--- config.mk ---
export PLATFORM = sky130hd
export DESIGN_NAME = addsub_arbiter
export DESIGN_NICKNAME = d
export VERILOG_FILES = /design/src/rtl/addsub_arbiter_pkg.sv /design/src/rtl/n_bit_adder_sub.sv /design/src/rtl/addsub_arbiter.sv
export SDC_FILE = /design/constraint.sdc
export NUM_CORES = 1
export LEC_CHECK = 0
export ABC_AREA = 1
export CELL_PAD_IN_SITES_DETAIL_PLACEMENT = 1
export CELL_PAD_IN_SITES_GLOBAL_PLACEMENT = 1
export CORE_MARGIN = 3
export CORE_UTILIZATION = 29
export DETAILED_ROUTE_END_ITERATION = 16
export GPL_TIMING_DRIVEN = 0
export PLACE_DENSITY = 0.79
export SETUP_SLACK_MARGIN = 0.2
export SLEW_MARGIN = 15
export SYNTH_ARGS = -nofsm -noshare
export SYNTH_HDL_FRONTEND = slang
export SYNTH_HIERARCHICAL = 1
export SYNTH_SLANG_ARGS = --single-unit
export TNS_END_PERCENT = 30
--- constraint.sdc ---
create_clock -name clk -period 6 [get_ports clk]
set_input_delay 1.5 -clock clk [delete_from_list [all_inputs] [get_ports clk]]
set_output_delay 1.5 -clock clk [all_outputs]
set_load 0.01 [all_outputs]
--- src/rtl/addsub_arbiter_pkg.sv ---
// Shared types and helpers for the two-port adder/subtractor arbiter.
package addsub_arbiter_pkg;

  localparam int unsigned DefaultWidth = 32;

  typedef enum logic [1:0] {
    StIdle = 2'd0,
    StExec = 2'd1,
    StResp = 2'd2
  } state_e;

  // Round-robin pick: prio breaks ties, otherwise the only valid port wins.
  function automatic logic pick_port(input logic v0, input logic v1, input logic prio);
    if (v0 && v1) begin
      return prio;
    end
    return v1;
  endfunction

endpackage

--- src/rtl/n_bit_adder_sub.sv ---
// Ripple-free behavioural adder/subtractor: subtraction is a + ~b + 1.
module n_bit_adder_sub #(
  parameter int unsigned WIDTH = 32
) (
  input  logic [WIDTH-1:0] a_i,
  input  logic [WIDTH-1:0] b_i,
  input  logic             c_in_i,
  output logic [WIDTH-1:0] answer_o,
  output logic             c_out_o,
  output logic             overflow_o
);

  logic [WIDTH-1:0] b_eff;
  logic [WIDTH:0]   sum;

  always_comb begin
    b_eff      = b_i ^ {WIDTH{c_in_i}};
    sum        = {1'b0, a_i} + {1'b0, b_eff} + {{WIDTH{1'b0}}, c_in_i};
    answer_o   = sum[WIDTH-1:0];
    c_out_o    = sum[WIDTH];
    overflow_o = (a_i[WIDTH-1] == b_eff[WIDTH-1]) && (sum[WIDTH-1] != a_i[WIDTH-1]);
  end

endmodule

--- src/rtl/addsub_arbiter.sv ---
// Round-robin arbiter sharing one adder/subtractor between two request/response ports.
module addsub_arbiter
  import addsub_arbiter_pkg::*;
#(
  parameter int unsigned WIDTH = DefaultWidth
) (
  input  logic             clk,
  input  logic             rst,
  input  logic             req0_valid,
  output logic             req0_ready,
  input  logic [WIDTH-1:0] req0_a,
  input  logic [WIDTH-1:0] req0_b,
  input  logic             req0_sub,
  output logic             rsp0_valid,
  input  logic             rsp0_ready,
  output logic [WIDTH-1:0] rsp0_result,
  output logic             rsp0_carry,
  output logic             rsp0_overflow,
  input  logic             req1_valid,
  output logic             req1_ready,
  input  logic [WIDTH-1:0] req1_a,
  input  logic [WIDTH-1:0] req1_b,
  input  logic             req1_sub,
  output logic             rsp1_valid,
  input  logic             rsp1_ready,
  output logic [WIDTH-1:0] rsp1_result,
  output logic             rsp1_carry,
  output logic             rsp1_overflow,
  output logic             busy
);

  state_e           state_q, state_d;
  logic             prio_q, prio_d;
  logic             gnt_q, gnt_d;
  logic [WIDTH-1:0] a_q, a_d, b_q, b_d;
  logic             sub_q, sub_d;
  logic [WIDTH-1:0] res_q, res_d;
  logic             carry_q, carry_d, ovf_q, ovf_d;

  logic             win, accept;
  logic [WIDTH-1:0] answer;
  logic             c_out, overflow;

  n_bit_adder_sub #(
    .WIDTH(WIDTH)
  ) u_adder (
    .a_i       (a_q),
    .b_i       (b_q),
    .c_in_i    (sub_q),
    .answer_o  (answer),
    .c_out_o   (c_out),
    .overflow_o(overflow)
  );

  always_comb begin
    win    = pick_port(req0_valid, req1_valid, prio_q);
    accept = (state_q == StIdle) && (req0_valid || req1_valid) && !rst;
  end

  always_ff @(posedge clk) begin
    if (rst) begin
      state_q <= StIdle;
      prio_q  <= 1'b0;
      gnt_q   <= 1'b0;
      a_q     <= '0;
      b_q     <= '0;
      sub_q   <= 1'b0;
      res_q   <= '0;
      carry_q <= 1'b0;
      ovf_q   <= 1'b0;
    end else begin
      state_q <= state_d;
      prio_q  <= prio_d;
      gnt_q   <= gnt_d;
      a_q     <= a_d;
      b_q     <= b_d;
      sub_q   <= sub_d;
      res_q   <= res_d;
      carry_q <= carry_d;
      ovf_q   <= ovf_d;
    end
  end

  always_comb begin
    state_d = state_q;
    unique case (state_q)
      StIdle:  if (accept) state_d = StExec;
      StExec:  state_d = StResp;
      StResp:  if (gnt_q ? rsp1_ready : rsp0_ready) state_d = StIdle;
      default: state_d = StIdle;
    endcase
  end

  always_comb begin
    prio_d  = prio_q;
    gnt_d   = gnt_q;
    a_d     = a_q;
    b_d     = b_q;
    sub_d   = sub_q;
    res_d   = res_q;
    carry_d = carry_q;
    ovf_d   = ovf_q;
    if (accept) begin
      gnt_d  = win;
      prio_d = ~win;
      a_d    = win ? req1_a : req0_a;
      b_d    = win ? req1_b : req0_b;
      sub_d  = win ? req1_sub : req0_sub;
    end
    if (state_q == StExec) begin
      res_d   = answer;
      carry_d = c_out;
      ovf_d   = overflow;
    end
  end

  // Result fields are shared; only rspN_valid says whose they are.
  always_comb begin
    req0_ready    = accept && !win;
    req1_ready    = accept && win;
    rsp0_valid    = (state_q == StResp) && !gnt_q;
    rsp1_valid    = (state_q == StResp) && gnt_q;
    busy          = (state_q != StIdle);
    rsp0_result   = res_q;
    rsp0_carry    = carry_q;
    rsp0_overflow = ovf_q;
    rsp1_result   = res_q;
    rsp1_carry    = carry_q;
    rsp1_overflow = ovf_q;
  end

endmodule

==> metrics.md <==
| Metric | Value |
|---|---|
| Outcome | finished, final reports clean |
| First-pass GRT wire length | about 40000 um |
| PD cells | between 150 and 200 nW/um^2 |
| Worst reg2reg setup slack | 3130 ps |
| Final worst-path setup slack | between 1000 and 1500 ps |
| Maxcap violations | 0 |
| Tightest Pin Transition | 718 ps |
| Seq cells post-synth | 103 |
| Initial drt markers | slightly below 400 |
| Min Tclk post-route | around 4900 ps |
| Num ports | about 210 |
| GR Overflow Total | 0 |
| Crit-path leading delay family | buffers and inverters |
| Post-Syn Instances | 1131 |
| I/O Buffers | approximately 210 |
| Syn_area_per_cell | ~6.3 um^2 |
| Critical path startpoint | req0_valid |
| Core Rows | 56 |
| Worst setup SP type | input pin |
| Post-CTS Setup Bufs | 0 |
| GRT Overall Usage | between 10% and 20% |
| CTS tree | yes |
| Yosys cell types | 32 |
| Root Driver | clkbuf_16 |
| Nets | 1518 |
| Total clock buffers created by CTS | 9 |
| Post-synth top flop | dfxtp_1 |
| Hold Fails Final Rpt | 0 |
| HP Start | a_q[6] |
| Number of nets with antenna violations after routing | 0 |
| Post-Syn Area | 7090 um^2 |
| Vias per inst | approximately 4.7 |
| Setup-failing EPs final | 0 |
| Most frequent cells in the layout | nand2_1, clkdlybuf4s50_1, a21oi_1, dfxtp_1, nand3_1 |
| H-tree Lvls | 3 |
| Slew Limit Headroom | 52.2% |
| Sequential Area | about 2100 um^2 |
| Die W | ~160 um |
| CP most frequent cell | nand2_1 |
| Lkg Pwr | between 4 and 5 nW |
| Crit Path Max Fanout | 10 |
| Peak VDD IR | roughly 0.00011 V |
| Initial antenna violation count | 0 |
| Initial core utilization | 29.9% |
| Sum Neg Setup Slack | 0 ps |
| Post-cts repair resize count | 0 |
| CTS Sinks | approximately 100 |
| DRT Wirelength | approximately 25000 um |
| DIE HEIGHT | 162 um |
| Hold Path End | a_q[6] |
| Share of layout cells above drive strength 1 | 7.82% |
| Async S/R FF share, synth | 0% |
| Critical Path AT | ~3400 ps |
| Largest net degree at the start of global routing | 18 |
| ANT cells | 0 |
| Clock Path Buffers | 2 |
| Tcrit/Tclk final | ~80% |
| DRC viols | 0 |
| Worst R2R End | rsp0_result[21] |
| EDFF count, synth | 0 |
| Hold_buf cts | 0 |
| DP Wirelength | about 21000 um |
| CP bufs+invs | 5 |
| Hold Crit Depth | 2 |
| Synthesis-to-layout area growth | 38.9% |
| Post-DR wirelength/cell | between 10 and 15 um |
| Fmax | 0.204 GHz |
| WS Path Type | in -> out |
| HP Class | reg -> reg |
| Most common cell after layout, fill and taps aside | nand2_1 |
| Vias in the first global route | 8000 |
| Final Wtd Congestion | slightly above 0.9 |
| CP endpoint kind | output pin |
| Seq/Total Area, Yosys | about 29% |
| Worst Setup Slack post-DPL | between 1000 and 1500 ps |
| TritonRoute pass-1 iters | 4 |
| Crit-path cells | clkdlybuf4s50_1 -> nand2_1 -> nand2_1 -> buf_4 -> buf_2 -> nand2_1 -> inv_1 -> clkdlybuf4s50_1 |
| Worst reg2reg startpoint | sub_q |
| Core Area | 23800 um^2 |
| Syn Nets | 1299 |
| Clk slew on worst S/H paths | 70 ps |
| Via Count | between 7000 and 8000 |
| RSZ-0062 raised after global routing | false |
| Crit path max-delay cell type | clkdlybuf4s50_1 |
| Synth Warn # | 6 |
| Filler cell count | just over 3000 |
| Multi-input logic area | roughly 4300 um^2 |
| CP max stage delay | between 500 and 600 ps |
| R2R depth | 14 |
| Crit path required time | roughly 4500 ps |
| Clk_skew | 10.9 ps |
| Die area | ~26000 um^2 |
| Clock Latency Late Sink | between 300 and 400 ps |
| Pins Over Slew Limit | 0 |
## worst register-to-register path, cell delays in order, from the launching register on
cell	delay (ps)
dfxtp_1	370
buf_6	130
buf_2	300
xor2_1	300
ha_1	340
a21oi_1	290
o21ai_0	200
a21oi_1	300
o21ai_2	140
nand2_1	90
nand2_1	50
nand2_1	60
nand2_1	40
nand2_1	70
a21oi_1	50
## cell type report
cell class	count	share of cell area, %
plain buffers	90	5.40
well taps	319	4.05
clock inverters	6	0.470
clock buffers	10	2.32
multi-input cells	879	43.4
repair buffers	208	21.1
inverters	59	2.25
flip-flops and latches	103	20.9
## flip-flops by register name (all words and copies together) (netlist names), 2 cells and up
register / count
b_q: 32
a_q: 32
state_q: 2
rsp0_result: 32
## cells in the mapped netlist, types with 13 or more instances
cell / instances / share of area [%]
buf_4: 36 / 3.8
a21oi_1: 134 / 9.5
nand2_1: 458 / 24
dfxtp_1: 103 / 29
nor2_1: 59 / 3.1
buf_2: 29 / 2.0
inv_1: 55 / 2.9
o21ai_0: 13 / 0.92
ha_1: 31 / 5.5
nand3_1: 91 / 6.4
clkbuf_1: 20 / 1.1
xor2_1: 49 / 6.0
## through the flow
step	area, um^2	util [%]	power (mW)	std cells	hold slack, ps
detailed placement	9580	40.3	1.41	1658	465
global placement	9580	40.3	1.39	1658	462
floorplan	7090	-	1.13	1131	445
CTS	9850	41.5	1.97	1674	478
finish	9850	41.5	1.95	1674	476
global route	9850	41.5	2.07	1674	497
## power breakdown
part	total (mW)	internal (mW)	switching, mW
clock network	0.565	0.284	0.281
logic	0.624	0.287	0.336
registers	0.765	0.729	0.0361
total	1.95	1.30	0.653
## cells by family (layout without fill, tap and decap cells)
group,after synthesis,in the layout,share of synthesized area [%]
flops,103,103,29.1
xor+xnor,52,52,6.42
buf+inv,149,373,10.6
fa+ha+maj,32,32,5.75
compound gates,162,162,12.0
simple gates,633,633,36.1
## worst max-delay path by stage
| stage | end | slack, ps | depth (start not counted) |
|---|---|---|---|
| after floorplan | req1_ready | 2330 | 7 |
| after global placement | req0_ready | 1140 | 8 |
| after detailed placement | req0_ready | 1100 | 8 |
| after CTS | req0_ready | 1080 | 8 |
| after global routing | req0_ready | 970 | 8 |
| final | req0_ready | 1090 | 8 |
## layer usage
| layer | vias to the layer above | track usage (%) | routed length (um) | share of wire, % |
|---|---|---|---|---|
| met4 | 0 | 4.15 | 324 | 1.3 |
| met1 | 3557 | 24.7 | 11700 | 47 |
| li1 | 4028 | - | - | - |
| met3 | 23 | 3.99 | 1500 | 6.0 |
| met2 | 186 | 32.3 | 11500 | 46 |
| met5 | - | 0 | 0 | 0 |
No activity file was read; power rests on OpenSTA's default activity.
